<file path="src/rtl/serializer_arbiter.sv">
// serializer_arbiter
// Round-robin scheduler that lets N_REQ word sources share one serializer
// parallel input. A two-state FSM (IDLE/GRANT) picks a lane, the granted lane
// streams words into a registered output stage, and the serializer drains it.
// Optional feature: define ARB_BURST_EN to let a grant hold for up to
// MAX_BURST words. When it is undefined every grant carries exactly one word.
// busy_o mirrors the FSM state (1 = GRANT) for observation.
//
// Handshake semantics (both sides): a transfer happens on a rising clk edge
// where valid and ready are both high. Valid is never withdrawn by this block
// once raised on ser_valid_o, and ser_data_o stays stable until it transfers.
// req_ready_o is combinational and never depends on req_valid_i.

module serializer_arbiter #(
  parameter int N_REQ     = 4,
  parameter int WIDTH     = 16,
  parameter int LOG_N_REQ = 2,
  parameter int MAX_BURST = 4
) (
  input  logic                   clk,
  input  logic                   reset,
  input  logic [N_REQ*WIDTH-1:0] req_data_i,
  input  logic [N_REQ-1:0]       req_valid_i,
  output logic [N_REQ-1:0]       req_ready_o,
  output logic [WIDTH-1:0]       ser_data_o,
  output logic                   ser_valid_o,
  input  logic                   ser_ready_i,
  output logic [LOG_N_REQ-1:0]   grant_o,
  output logic                   busy_o
);

  // Reject configurations the round-robin and burst logic cannot support.
  if (N_REQ < 2 || LOG_N_REQ != $clog2(N_REQ) || MAX_BURST < 1) begin : g_bad_cfg
    $error("serializer_arbiter: invalid parameter combination");
  end

  typedef enum logic [0:0] {
    ST_IDLE  = 1'b0,
    ST_GRANT = 1'b1
  } state_e;

  state_e                 state_q, state_d;
  logic [LOG_N_REQ-1:0]   grant_q, grant_d;
  logic [LOG_N_REQ-1:0]   last_grant_q, last_grant_d;
  logic [WIDTH-1:0]       ser_data_q, ser_data_d;
  logic                   ser_valid_q, ser_valid_d;

  logic [WIDTH-1:0]       lane_word [N_REQ];
  logic [LOG_N_REQ-1:0]   rr_pick;
  logic [LOG_N_REQ-1:0]   cand;
  logic                   any_valid;
  logic                   gnt_valid;
  logic                   out_free;
  logic                   req_xfer;
  logic                   ser_xfer;
  logic                   burst_last;

`ifdef ARB_BURST_EN
  localparam int CNT_W = $clog2(MAX_BURST + 1);
  logic [CNT_W-1:0] burst_cnt_q, burst_cnt_d;
  // Grant ends on the transfer that completes the MAX_BURST-th word.
  assign burst_last = (burst_cnt_q == CNT_W'(MAX_BURST - 1));
`else
  // Strict one-word-per-grant round robin.
  assign burst_last = 1'b1;
`endif

  // Wrap-around increment of a lane index (N_REQ need not be a power of two).
  function automatic logic [LOG_N_REQ-1:0] next_lane(input logic [LOG_N_REQ-1:0] from);
    if (from == LOG_N_REQ'(N_REQ - 1)) begin
      return '0;
    end
    return from + 1'b1;
  endfunction

  // Unpack the flat requester bus into per-lane words.
  for (genvar g = 0; g < N_REQ; g++) begin : g_lane
    assign lane_word[g] = req_data_i[g*WIDTH +: WIDTH];
  end

  // Transfer qualifiers: the output register can take a word when it is empty
  // or is being drained in the same cycle.
  assign busy_o    = (state_q == ST_GRANT);
  assign grant_o   = grant_q;
  assign gnt_valid = req_valid_i[grant_q];
  assign out_free  = !ser_valid_q || ser_ready_i;
  assign req_xfer  = busy_o && out_free && gnt_valid;
  assign ser_xfer  = ser_valid_q && ser_ready_i;

  assign ser_data_o  = ser_data_q;
  assign ser_valid_o = ser_valid_q;

  // Per-lane ready: only the granted lane, only while the output can accept.
  always_comb begin
    req_ready_o = '0;
    if (busy_o && out_free) begin
      req_ready_o[grant_q] = 1'b1;
    end
  end

  // Round-robin search starting just after the last granted lane.
  always_comb begin
    rr_pick   = '0;
    any_valid = 1'b0;
    cand      = next_lane(last_grant_q);
    for (int k = 0; k < N_REQ; k++) begin
      if (!any_valid && req_valid_i[cand]) begin
        rr_pick   = cand;
        any_valid = 1'b1;
      end
      cand = next_lane(cand);
    end
  end

  // FSM next-state: arbitrate in IDLE, stream the granted lane in GRANT.
  always_comb begin
    state_d      = state_q;
    grant_d      = grant_q;
    last_grant_d = last_grant_q;
`ifdef ARB_BURST_EN
    burst_cnt_d  = burst_cnt_q;
`endif
    unique case (state_q)
      ST_IDLE: begin
        if (any_valid) begin
          grant_d = rr_pick;
          state_d = ST_GRANT;
`ifdef ARB_BURST_EN
          burst_cnt_d = '0;
`endif
        end
      end
      ST_GRANT: begin
`ifdef ARB_BURST_EN
        if (req_xfer) begin
          burst_cnt_d = burst_cnt_q + 1'b1;
        end
`endif
        // A lane dropping valid forfeits the remainder of its burst.
        if (!gnt_valid || (req_xfer && burst_last)) begin
          state_d      = ST_IDLE;
          last_grant_d = grant_q;
        end
      end
      default: begin
        state_d = ST_IDLE;
      end
    endcase
  end

  // Output register next-state: a new word always wins over a plain drain,
  // so a simultaneous load and drain keeps valid high with the new word.
  always_comb begin
    ser_data_d  = ser_data_q;
    ser_valid_d = ser_valid_q;
    if (req_xfer) begin
      ser_data_d  = lane_word[grant_q];
      ser_valid_d = 1'b1;
    end else if (ser_xfer) begin
      ser_valid_d = 1'b0;
    end
  end

  // State and output registers; reset drops any pending word.
  always_ff @(posedge clk) begin
    if (reset) begin
      state_q      <= ST_IDLE;
      grant_q      <= '0;
      last_grant_q <= LOG_N_REQ'(N_REQ - 1);
      ser_data_q   <= '0;
      ser_valid_q  <= 1'b0;
    end else begin
      state_q      <= state_d;
      grant_q      <= grant_d;
      last_grant_q <= last_grant_d;
      ser_data_q   <= ser_data_d;
      ser_valid_q  <= ser_valid_d;
    end
  end

`ifdef ARB_BURST_EN
  // Burst counter register.
  always_ff @(posedge clk) begin
    if (reset) begin
      burst_cnt_q <= '0;
    end else begin
      burst_cnt_q <= burst_cnt_d;
    end
  end
`endif

endmodule
</file>
<file path="config.mk">
export PLATFORM = sky130hd
export DESIGN_NAME = serializer_arbiter
export DESIGN_NICKNAME = d
export VERILOG_FILES = /design/src/rtl/serializer_arbiter.sv
export SDC_FILE = /design/constraint.sdc
export NUM_CORES = 1
export LEC_CHECK = 0
export BUFFER_PORTS_ARGS = -buffer_cell sky130_fd_sc_hd__buf_2
export CORE_UTILIZATION = 45
export DETAILED_ROUTE_END_ITERATION = 6
export PLACE_DENSITY = 0.84
export SYNTH_ARGS = -nofsm -noshare
export SYNTH_HDL_FRONTEND = slang
export SYNTH_SLANG_ARGS = --single-unit
</file>
<file path="constraint.sdc">
create_clock -name clk -period 4.5 [get_ports clk]
set_clock_uncertainty 0.2 [all_clocks]
set_input_delay 0.675 -clock clk [delete_from_list [all_inputs] [get_ports clk]]
set_output_delay 0.675 -clock clk [all_outputs]
set_load 0.02 [all_outputs]
</file>
== After elaboration in Yosys (flattened, before gate mapping) ==
Cells that the tools add are included.

* Bits in registers: 22
* Bits of input ports: 71
* Logic and storage cells: 80

* Add/sub/neg operators: 4
* Order comparisons: 7
* Equal/unequal tests: 4
* Mux-type cells: 41
* Bitwise gates (word level): 2
* Reduce and logical (&&, ||, !) cells: 17

{| class="wikitable"
|+ Operators by type and width
! cell !! number
|-
| 16-bit binary-select mux with 2-bit select || 1
|-
| 16-bit 2-to-1 mux || 2
|-
| 2-bit 2-to-1 mux || 12
|-
| 1-bit 2-to-1 mux || 18
|-
| 2-bit by 3-bit < comparator with 1-bit output, second input constant || 5
|-
| 1-bit binary-select mux with 2-bit select || 5
|-
| 2-bit by 1-bit adder with 2-bit output, second input constant || 4
|-
| 2-bit == test, second input constant || 4
|-
| 1-bit logical AND || 7
|-
| 1-bit logical NOT || 5
|-
| 4-bit 2-to-1 mux || 1
|-
| 2-bit AND reduction || 2
|-
| 3-bit >= comparator, second input constant || 1
|-
| 2-bit NOT with 3-bit output || 1
|-
| 1-bit demux with 2-bit select || 1
|-
| 2-bit by 1-bit >= comparator with 1-bit output, second input constant || 1
|-
| 1-bit logical OR || 2
|-
| 1-bit case mux with 2 select lines || 1
|-
| 2-bit nonzero test || 1
|-
| 1-bit NOT || 1
|}

== Depth between registers and ports, before layout ==
Gate-level depths: netlist of the first run.

* Word-level depth: 18
* Mapped depth: 7
* Gate-level depth less buffers: 5

== Least setup slack after synthesis of the first run ==
No wires, ideal clock.

* Path kind: input to output
* Start: input ser_ready_i
* End: output req_ready_o[2]
* Arrival: 1.458 ns
* Slack: 2.167 ns
* Cell stages on the path: 3
* Path buffers: 0
* Cells stage by stage: nand2b_1 nand2_1 nor3b_1

* Word-level cells in the longest chain between the ends: 3

{| class="wikitable"
|+ Ends and longest elaborated chain
! element !! RTL line !! source
|-
| start, declared || 27 || <nowiki>input logic ser_ready_i,</nowiki>
|-
| 1-bit logical OR || 86 || <nowiki>assign out_free = !ser_valid_q || ser_ready_i;</nowiki>
|-
| 1-bit logical AND || 96 || <nowiki>if (busy_o && out_free) begin</nowiki>
|-
| 4-bit 2-to-1 mux || 96 ||
|-
| end, declared || 24 || <nowiki>output logic [N_REQ-1:0] req_ready_o,</nowiki>
|}

No other way between the ends.

== Worst setup path in the final report of the first run ==
* Start: register grant_q[1] (netlist: grant_o[1])
* End: output req_ready_o[2]

* Word-level cells in the longest chain between the ends: 5

{| class="wikitable"
|+ Ends and longest elaborated chain
! element !! RTL line !! source
|-
| start, declared || 43 || <nowiki>logic [LOG_N_REQ-1:0] grant_q, grant_d;</nowiki>
|-
| start signal, assigned || 174 || <nowiki>grant_q <= grant_d;</nowiki>
|-
| 2-bit by 3-bit < comparator with 1-bit output (not written as such) or 2-bit by 1-bit >= comparator with 1-bit output (tied branches) || 97 || <nowiki>req_ready_o[grant_q] = 1'b1;</nowiki>
|-
| 1-bit logical AND (not written as such) || 97 ||
|-
| 1-bit 2-to-1 mux (not written as such) || 97 ||
|-
| 1-bit demux with 2-bit select (*) || 97 ||
|-
| 4-bit 2-to-1 mux (*) || 96 ||
|}

Every way passes the cells marked *; elsewhere a longest branch is shown, timed or not.

==> results.md, run 1 <==
- Status: finished, final reports clean
- Ratio of cells with drive above 1 in the final layout: 59.24%
- Final Cycle Share: 59.51%
- Cells along the critical path: nor3b_1 > buf_2
- FF+latch count, synth: 22
- Total of max-cap violations: 0
- Tightest Pin Transition: 1.074 ns
- Cts hold-fix bufs: 0
- Seq pwr share: 39.8%
- First-pass GRT wire length: 6023 um
- Placer Congestion: 0.8423
- Mapped cell area: 1474 um^2
- PortBufs: 94
- Post-synth EDFFs: 0
- Die width: 59.23 um
- Pwr Total: 591.1 uW
- CTS tree: built
- Buf+Inv Stages, Crit Path: 1
- Core area: 3078 um^2
- Top cell type's share of synthesized area: 29.88%
- Power per Cell Area: 297.7 nW/um^2
- Sink Count: 22
- Seq/Total Area, Yosys: 29.88%
- Post-synth top area cell: dfxtp_1
- Initial drt markers: 48
- Nets: 311
- Max Clk Rate: 373.4 MHz
- Commonest cells post-synth: nand2_1, dfxtp_1, mux4_2, a21oi_1
- CP peak stage delay: 1.06 ns
- Endpoints failing setup: 0
- Htree depth: 1
- TNS Setup: 0 ns
- WHS Path Cells: 2
- Setup Crit Path Kind: reg -> out
- Via count: 1,494
- Comb pwr share: 35.3%
- DRC: 0
- Post-CTS Resized: 0
- Avg WL per Cell: 13.73 um
- Critical Path Stages: 2
- Clock share of power: 24.9%
- Main synth FF type: dfxtp_1
- Diodes inserted: 0
- Fraction of power spent switching nets: 31.15%
- Cell with the most instances after synthesis: nand2_1
- Hpwl dp: 2936 um
- Row Count: 20
- Post-CTS setup buffers: 0
- Die boundary height: 59.23 um
- DRT Pass-1 Iters: 4
- Critical Path Source Type: register
- Area grow syn2layout: 34.72%
- Max transition margin: 28.33%
- Syn avg cell area: 9.761 um^2
- Worst-path clk slew: 0.12 ns
- CP arrival: 1.80 ns
- Syn Nets: 223
- Sw power: 184.1 uW
- Maximum clock path buffer count: 2
- # IOs: 95
- Worst R2R Path Depth: 4
- Share of synthesized registers carrying an async set or reset: 0%
- Initial antenna violation count: 0
- Area contributors post-synth: dfxtp_1, mux4_2, nand2_1
- Yosys cell types: 28
- Final ANT Viol Nets: 0
- Critical Path Sink Type: output port
- Yosys warnings: 0
- Critical path's top delay family: flip-flops
- CP required: 3.62 ns
- All-layer global routing usage: 22.20%
- Fin. Hold Viols: 0
- Vias in the first global route: 1,372
- CTS Buf Count: 3
- Worst-Skew Late Latency: 0.29 ns
- CTS Root Buffer Type: clkbuf_4
- DRT Wirelength: 3873 um
- Grt ovf: 0
- Power Internal: 407.0 uW
- Starting Density: 47.89%
- CP max stage cell: dfxtp_1
- Leakage: 0.8884 nW
- Syn Inst Count: 151
- Period minus WS final: 2.678 ns
- Max FO, Critical Path: 25
- Hold WC Path Type: reg -> reg
- Vias per std cell: 5.298
- Worst vdd ir: 0.0001289 V
- Die ar.: 3508 um^2
- Slew Limit Fails: 0
- Largest net degree at the start of global routing: 26
- RSZ-0062 raised after global routing: false
routing by layer:
layer / up-vias / GRT usage [%] / routed length (um)
met2: 58 / 38.84 / 1876
met4: 0 / 5.782 / 62
met3: 6 / 3.057 / 239
met5: - / 0 / 0
li1: 724 / - / -
met1: 706 / 28.59 / 1695
final timing paths:
check	end	slack (ns)	from
setup / recovery	req_ready_o[2]	1.82	grant_o[1]$_SDFFE_PP0P_
hold / removal	ser_data_o[9]$_SDFFE_PP0P_	0.26	ser_data_o[9]$_SDFFE_PP0P_
setup reg to reg	ser_data_o[11]$_SDFFE_PP0P_	1.95	grant_o[1]$_SDFFE_PP0P_
hold reg to reg	ser_data_o[9]$_SDFFE_PP0P_	0.26	ser_data_o[9]$_SDFFE_PP0P_
flip-flops by register name, summed over array words and instances, names as in the netlist:
| name | count |
|---|---|
| ser_data_o | 16 |
| grant_o | 2 |
| last_grant_q | 2 |
| busy_o | 1 |
| ser_valid_o | 1 |
cell usage in the layout, fill, tap and decap left out, types with 2 or more instances in the layout:
master	count
nor3_1	3
nor3b_1	2
o21ai_0	5
nand2b_1	4
dfxtp_1	22
a21oi_1	13
mux4_2	17
mux2i_1	2
nand2_2	10
a311oi_1	2
nor2_1	9
clkbuf_4	3
a21oi_2	10
inv_1	4
mux2_2	2
nand2_1	25
buf_2	94
area by class of cell:
| class | count | area (um^2) |
|---|---|---|
| multi-input combinational | 113 | 944.7 |
| tap | 44 | 55.05 |
| inverter | 4 | 15.01 |
| clock buffer | 3 | 22.52 |
| fill | 278 | 1092 |
| sequential | 22 | 440.4 |
| clock inverter | 1 | 30.03 |
| timing repair buffer | 95 | 478.0 |
worst register-to-register path, cell delays in order, from the launching register on:
cell and delay, ns:
dfxtp_1 1.06, mux4_2 0.67, nand3_2 0.28, nand2_1 0.10, a21oi_1 0.18
stage by stage:
stage          area, um^2  hold slack, ns  utilization [%]  worst slack (ns)  std cells
6_report             1986          0.2609            64.51             1.822        282
4_1_cts              1986          0.2638            64.51             1.805        282
3_5_place_dp         1933          0.2463            62.80             2.021        278
5_1_grt              1986          0.2916            64.51             1.671        282
2_1_floorplan        1474          0.2489                -             2.167        151
3_3_place_gp         1933          0.2385            62.80             2.107        278
kinds of logic after synthesis:
| logic type | share of synthesized area (%) |
|---|---|
| adders and majority gates | 0.8488 |
| and+or+nand+nor | 18.51 |
| AOI/OAI and AO/OA | 15.87 |
| muxes | 28.86 |
| DFF | 29.88 |
| buffers and inverters | 6.027 |
power groups by stage:
stage | registers [mW] | logic (mW) | clock network, mW
final | 0.235 | 0.209 | 0.147
after global routing | 0.239 | 0.225 | 0.157
after CTS | 0.235 | 0.210 | 0.149
after detailed placement | 0.239 | 0.208 | 0
after global placement | 0.239 | 0.205 | 0
after floorplan | 0.243 | 0.142 | 0
(Power assumes the default switching activity.)
==> run 2: changes to the inputs <==
Settings changed: CORE_UTILIZATION 45 to 42, PLACE_DENSITY 0.84 to 0.8.
Clock period 4.5 ns to 2.7 ns, I/O delays scaled along.
==> run 2 against run 1 <==
- worst setup slack lost 1.2 ns
- critical path depth grew 1
- core utilization shrank 5.2 points
- routed wire length shrank 3.8%
- global-route usage shrank 2.6 points
- register-to-register slack lost 1.2 ns
- clock power grew 22%
- power grew 55%
- critical endpoint is now req_ready_o[0]
==> results.md, run 2 (same netlist as run 1, synthesis figures left out) <==
- Grt ovf: 0 (unchanged)
- Initial drt markers: 54 (was 48)
- # IOs: 95 (unchanged)
- Nets: 312 (was 311)
- Die boundary height: 61.24 um (was 59.23 um)
- WHS Path Cells: 2 (unchanged)
- Register area: 440.4 um^2 (unchanged)
- DRT Wirelength: 3724 um (was 3873 um)
- CTS Root Buffer Type: clkbuf_4 (unchanged)
- Post-CTS Resized: 0 (unchanged)
- Htree depth: 1 (unchanged)
- Reg2Reg Setup Slack: 0.74 ns (was 1.95 ns)
- Hpwl dp: 2882 um (was 2936 um)
- Max reg flops: 16 (unchanged)
- CP arrival: 1.51 ns (was 1.80 ns)
- Core area: 3337 um^2 (was 3078 um^2)
- Endpoints failing setup: 0 (unchanged)
- CP required: 2.10 ns (was 3.62 ns)
- Vias per std cell: 5.267 (was 5.298)
- Slew Limit Fails: 0 (unchanged)
- Placed Area: 1943 um^2 (was 1933 um^2)
- Total of max-cap violations: 0 (unchanged)
- CP max stage cell: dfxtp_1 (unchanged)
- Avg WL per Cell: 13.07 um (was 13.73 um)
- Commonest non-fill, non-tap cell in the layout: buf_2 (unchanged)
- RSZ-0062 raised after global routing: false (unchanged)
- Die width: 61.24 um (was 59.23 um)
- DRT Pass-1 Iters: 4 (unchanged)
- Area grow syn2layout: 34.30% (was 34.72%)
- Ratio of cells with drive above 1 in the final layout: 59.41% (was 59.24%)
- DRC: 0 (unchanged)
- Sink Count: 22 (unchanged)
- Placer Congestion: 0.8743 (was 0.8423)
- Post-route cell area: 1979 um^2 (was 1986 um^2)
- Fin. Hold Viols: 0 (unchanged)
- Period minus WS final: 2.120 ns
- Vias in the first global route: 1,302 (was 1,372)
- Critical Path Source Type: register (unchanged)
- Max FO, Critical Path: 14 (was 25)
- Largest net degree at the start of global routing: 25 (was 26)
- CTS Buf Count: 3 (unchanged)
- TNS Setup: 0 ns (unchanged)
- Status: finished, final reports clean (unchanged)
- Fillers: 327 (was 278)
- Most frequent cells in the layout: buf_2, nand2_1, dfxtp_1, mux4_2, a21oi_1 (unchanged)
- Max Clk Rate: 471.7 MHz
- Maximum clock path buffer count: 2 (unchanged)
- Row Count: 21 (was 20)
- Final ANT Viol Nets: 0 (unchanged)
- Worst-path clk slew: 0.12 ns (about the same)
- Starting Density: 44.17% (was 47.89%)
- Tightest Pin Transition: 0.5321 ns (was 1.074 ns)
- Hold WC Path Type: reg -> reg (unchanged)
- Area of the multi-input gates: 944.7 um^2 (unchanged)
- Worst-Skew Late Latency: 0.30 ns (was 0.29 ns)
- Die ar.: 3750 um^2 (was 3508 um^2)
- Max transition margin: 64.53% (was 28.33%)
- Diodes inserted: 0 (unchanged)
- Via count: 1,501 (was 1,494)
- Critical Path Sink Type: output port (unchanged)
- All-layer global routing usage: 19.60% (was 22.20%)
- Cells along the critical path: buf_4 > nor3_1 > buf_2 (was nor3b_1 > buf_2)
- Worst R2R Path Depth: 4 (unchanged)
- Post-CTS setup buffers: 0 (unchanged)
- Setup Crit Path Kind: reg -> out (unchanged)
- Power per Cell Area: 463.2 nW/um^2 (was 297.7 nW/um^2)
- PortBufs: 94 (unchanged)
- Cts hold-fix bufs: 0 (unchanged)
- Leakage: 0.8867 nW (was 0.8884 nW)
- Final Cycle Share: 78.51%
- Worst vdd ir: 0.0002209 V (was 0.0001289 V)
- Initial antenna violation count: 0 (unchanged)
- CP peak stage delay: 0.59 ns (was 1.06 ns)
- CTS tree: built (unchanged)
- First-pass GRT wire length: 5464 um (was 6023 um)
-- run 2: worst max-delay path: cells and delay by family (launching register included) --
kind                   cells  cell delay (ns)
buffers and inverters      2             0.52
flip-flops                 1             0.59
AND/OR/NAND/NOR            1             0.10
-- run 2: worst paths after layout --
kind / from / to
max: grant_o[0]$_SDFFE_PP0P_ / req_ready_o[0]
min: ser_data_o[13]$_SDFFE_PP0P_ / ser_data_o[13]$_SDFFE_PP0P_
max reg2reg: grant_o[0]$_SDFFE_PP0P_ / ser_data_o[6]$_SDFFE_PP0P_
min reg2reg: ser_data_o[13]$_SDFFE_PP0P_ / ser_data_o[13]$_SDFFE_PP0P_
-- run 2: where the power goes --
part | total (mW) | switching, mW | leakage (nW) | internal, mW
clock network | 0.180 | 0.0983 | 0.0210 | 0.0821
logic | 0.361 | 0.184 | 0.686 | 0.177
registers | 0.376 | 0.0231 | 0.180 | 0.352
total | 0.917 | 0.305 | 0.887 | 0.612
-- run 2: final cells by class --
| type | instances | share of cell area [%] |
|---|---|---|
| Clock buffer | 4 | 1.833 |
| Multi-Input combinational cell | 113 | 47.72 |
| Timing Repair Buffer | 96 | 24.53 |
| Inverter | 4 | 0.7585 |
| Sequential cell | 22 | 22.25 |
| Tap cell | 46 | 2.908 |
-- run 2: per-layer routing --
| metal | global-route usage (%) | vias up | routed length (um) |
|---|---|---|---|
| met5 | 0 | - | 0 |
| met4 | 6.169 | 0 | 23 |
| met3 | 3.782 | 2 | 331 |
| met2 | 36.02 | 66 | 1878 |
| met1 | 22.85 | 710 | 1490 |
| li1 | - | 723 | - |
-- run 2: per-stage QoR --
step	utilization [%]	hold WS, ns	worst slack (ns)	std cells	power (mW)
2_1_floorplan	-	0.2489	0.6565	151	0.6420
3_3_place_gp	58.23	0.2399	0.7488	281	0.7387
3_5_place_dp	58.23	0.2436	0.7319	281	0.7461
4_1_cts	59.32	0.2612	0.5390	285	0.9281
5_1_grt	59.32	0.2813	0.4026	285	0.9814
6_report	59.32	0.2619	0.5801	285	0.9169
==> run 3: changes to the inputs <==
Settings changed: CORE_UTILIZATION 42 to 38, PLACE_DENSITY 0.8 to 0.76.
Clock period 2.7 ns to 1.9 ns, I/O delays scaled along.
==> run 3 against run 2 <==
- routed wire length is 4.2% higher
- core utilization is 4.2 points lower
- critical path depth is 1 higher
- sequential power is 41% higher
- worst setup slack worse by 0.44 ns
- register-to-register slack worse by 0.59 ns
- die area is 10% higher
- largest power group is now combinational logic
==> results.md, run 3 (same netlist as run 1, synthesis figures left out) <==
- Worst-path clk slew: 0.07 ns (was 0.12 ns)
- Initial antenna violation count: 0 (unchanged)
- R2r startpoint: last_grant_q[0]$_SDFFE_PP1P_ (was grant_o[0]$_SDFFE_PP0P_)
- Reg2Reg Setup Slack: 0.15 ns (was 0.74 ns)
- Finished Layout Cells: 290 (was 285)
- Ratio of cells with drive above 1 in the final layout: 61.16% (was 59.41%)
- TNS Setup: 0 ns (unchanged)
- Die boundary height: 64.28 um (was 61.24 um)
- DRT Pass-1 Iters: 4 (unchanged)
- All-layer global routing usage: 20.15% (was 19.60%)
- Endpoints failing setup: 0 (unchanged)
- CP required: 1.41 ns (was 2.10 ns)
- Max reg flops: 16 (unchanged)
- Starting Density: 39.96% (was 44.17%)
- Htree depth: 1 (unchanged)
- End point of the critical path: req_ready_o[0] (unchanged)
- Register area: 446.7 um^2 (was 440.4 um^2)
- Initial drt markers: 65 (was 54)
- Total of max-cap violations: 0 (unchanged)
- Hold WC Path Type: in -> reg (was reg -> reg)
- Post-Place Worst Slack: 0.1188 ns (was 0.7319 ns)
- PortBufs: 94 (unchanged)
- CP arrival: 1.27 ns (was 1.51 ns)
- Nets: 315 (was 312)
- Power per Cell Area: 667.5 nW/um^2 (was 463.2 nW/um^2)
- CP startpoint: grant_o[0]$_SDFFE_PP0P_ (unchanged)
- Vias per std cell: 5.069 (was 5.267)
- Critical Path Sink Type: output port (unchanged)
- Critical Path Stages: 4 (was 3)
- Slew Limit Fails: 0 (unchanged)
- Leakage: 0.9070 nW (was 0.8867 nW)
- Area grow syn2layout: 37.95% (was 34.30%)
- DRT Wirelength: 3880 um (was 3724 um)
- Largest net degree at the start of global routing: 25 (unchanged)
- # IOs: 95 (unchanged)
- Worst vdd ir: 0.0002552 V (was 0.0002209 V)
- Post-placement cell count: 286 (was 281)
- Max FO, Critical Path: 10 (was 14)
- Worst R2R Path Depth: 4 (unchanged)
- Hpwl dp: 3113 um (was 2882 um)
- CP peak stage delay: 0.35 ns (was 0.59 ns)
- Period minus WS final: 1.755 ns
- Post-route cell area: 2033 um^2 (was 1979 um^2)
- Cells along the critical path: buf_8 > buf_4 > nor3_1 > buf_2 (was buf_4 > nor3_1 > buf_2)
- Fillers: 370 (was 327)
- First-pass GRT wire length: 6486 um (was 5464 um)
- Final ANT Viol Nets: 0 (unchanged)
- Avg WL per Cell: 13.38 um (was 13.07 um)
- Critical path's top delay family: buffers and inverters (was flip-flops)
- Placer Congestion: 0.8198 (was 0.8743)
- CTS tree: built (unchanged)
- Core area: 3689 um^2 (was 3337 um^2)
- Commonest non-fill, non-tap cell in the layout: buf_2 (unchanged)
- DRC: 0 (unchanged)
- Setup Crit Path Kind: reg -> out (unchanged)
- Met1 GRT Util: 22.61% (was 22.85%)
- Vias in the first global route: 1,520 (was 1,302)
- Sink Count: 22 (unchanged)
- Status: finished, final reports clean (unchanged)
- Placed Area: 1972 um^2 (was 1943 um^2)
- Fin. Hold Viols: 0 (unchanged)
- Max transition margin: 65.45% (was 64.53%)
- Most frequent cells in the layout: buf_2, nand2_1, dfxtp_1, mux4_2, a21oi_1 (unchanged)
- Max Clk Rate: 569.8 MHz
- Met2 Resource Use GR: 38.42% (was 36.02%)
- Worst R2R End: grant_o[0]$_SDFFE_PP0P_ (was ser_data_o[6]$_SDFFE_PP0P_)
- Tightest Pin Transition: 0.5182 ns (was 0.5321 ns)
- Via count: 1,470 (was 1,501)
- Die width: 64.28 um (was 61.24 um)
- Final Cycle Share: 92.37%
- Die ar.: 4132 um^2 (was 3750 um^2)
- CTS Buf Count: 3 (unchanged)
- Area of the multi-input gates: 947.2 um^2 (was 944.7 um^2)
- CTS Root Buffer Type: clkbuf_8 (was clkbuf_4)
- RSZ-0062 raised after global routing: false (unchanged)
- Row Count: 22 (was 21)
- Grt ovf: 0 (unchanged)
- Worst-Skew Late Latency: 0.25 ns (was 0.30 ns)
- Final WS setup: 0.1450 ns (was 0.5801 ns)
- Critical Path Source Type: register (unchanged)
- Buf+Inv Stages, Crit Path: 3 (was 2)
- Maximum clock path buffer count: 2 (unchanged)
- GRT busiest layer: met2 (unchanged)
- Diodes inserted: 0 (unchanged)
- CP max stage cell: dfxtp_2 (was dfxtp_1)
- Met3 Usage GRT: 3.214% (was 3.782%)
## run 3: cell type report
cell class	count	area share, %
Multi-Input combinational cell	113	46.58
Timing Repair Buffer	99	25.54
Sequential cell	22	21.97
Tap cell	48	2.954
Clock buffer	4	2.215
Inverter	4	0.7385
## run 3: repair_timing
action                                  in CTS  in global routing
hold endpoints to repair                     0                  0
buffers inserted                             0                  0
gates resized for setup                      1                  5
hold buffers                                 0                  0
endpoints found under the setup margin       1                  4
## run 3: how the worst min path moves through the flow
stage / start / end / slack [ns] / cells past startpoint
after floorplan: reset / last_grant_q[1]$_SDFFE_PP1P_ / 0.18 / 2
after global placement: ser_data_o[12]$_SDFFE_PP0P_ / ser_data_o[12]$_SDFFE_PP0P_ / 0.24 / 2
after detailed placement: ser_data_o[10]$_SDFFE_PP0P_ / ser_data_o[10]$_SDFFE_PP0P_ / 0.25 / 2
after CTS: ser_ready_i / ser_valid_o$_SDFFE_PP0P_ / 0.22 / 3
after global routing: ser_ready_i / ser_valid_o$_SDFFE_PP0P_ / 0.25 / 3
final: ser_ready_i / ser_valid_o$_SDFFE_PP0P_ / 0.22 / 3
## run 3: where the power goes
group | internal [mW] | leakage (nW) | total [mW] | switching [mW]
clock | 0.149 | 0.0228 | 0.286 | 0.137
combinational | 0.269 | 0.703 | 0.539 | 0.269
sequential | 0.503 | 0.181 | 0.532 | 0.0295
## run 3: worst register-to-register path: cells and delay by family, from the launching register on
family	cells	cell delay (ns)
adder cells (fa/ha/maj)	1	0.43
flip-flops	1	0.36
multiplexers	1	0.35
AO/OA/AOI/OAI	2	0.29
## run 3: metal layers
metal / part of all wire (%) / wire (um) / up-vias
met5: 0 / 0 / -
met4: 0 / 0 / 0
met3: 6.2 / 241 / 0
met2: 54 / 2086 / 55
met1: 40 / 1553 / 683
li1: - / - / 732
## run 3: through the flow
stage	total power, mW	hold WS (ns)	util (%)
floorplan	0.9131	0.1847	-
global placement	1.063	0.2404	53.46
detailed placement	1.078	0.2458	53.46
CTS	1.370	0.2194	54.78
global route	1.465	0.2474	55.12
finish	1.357	0.2232	55.12
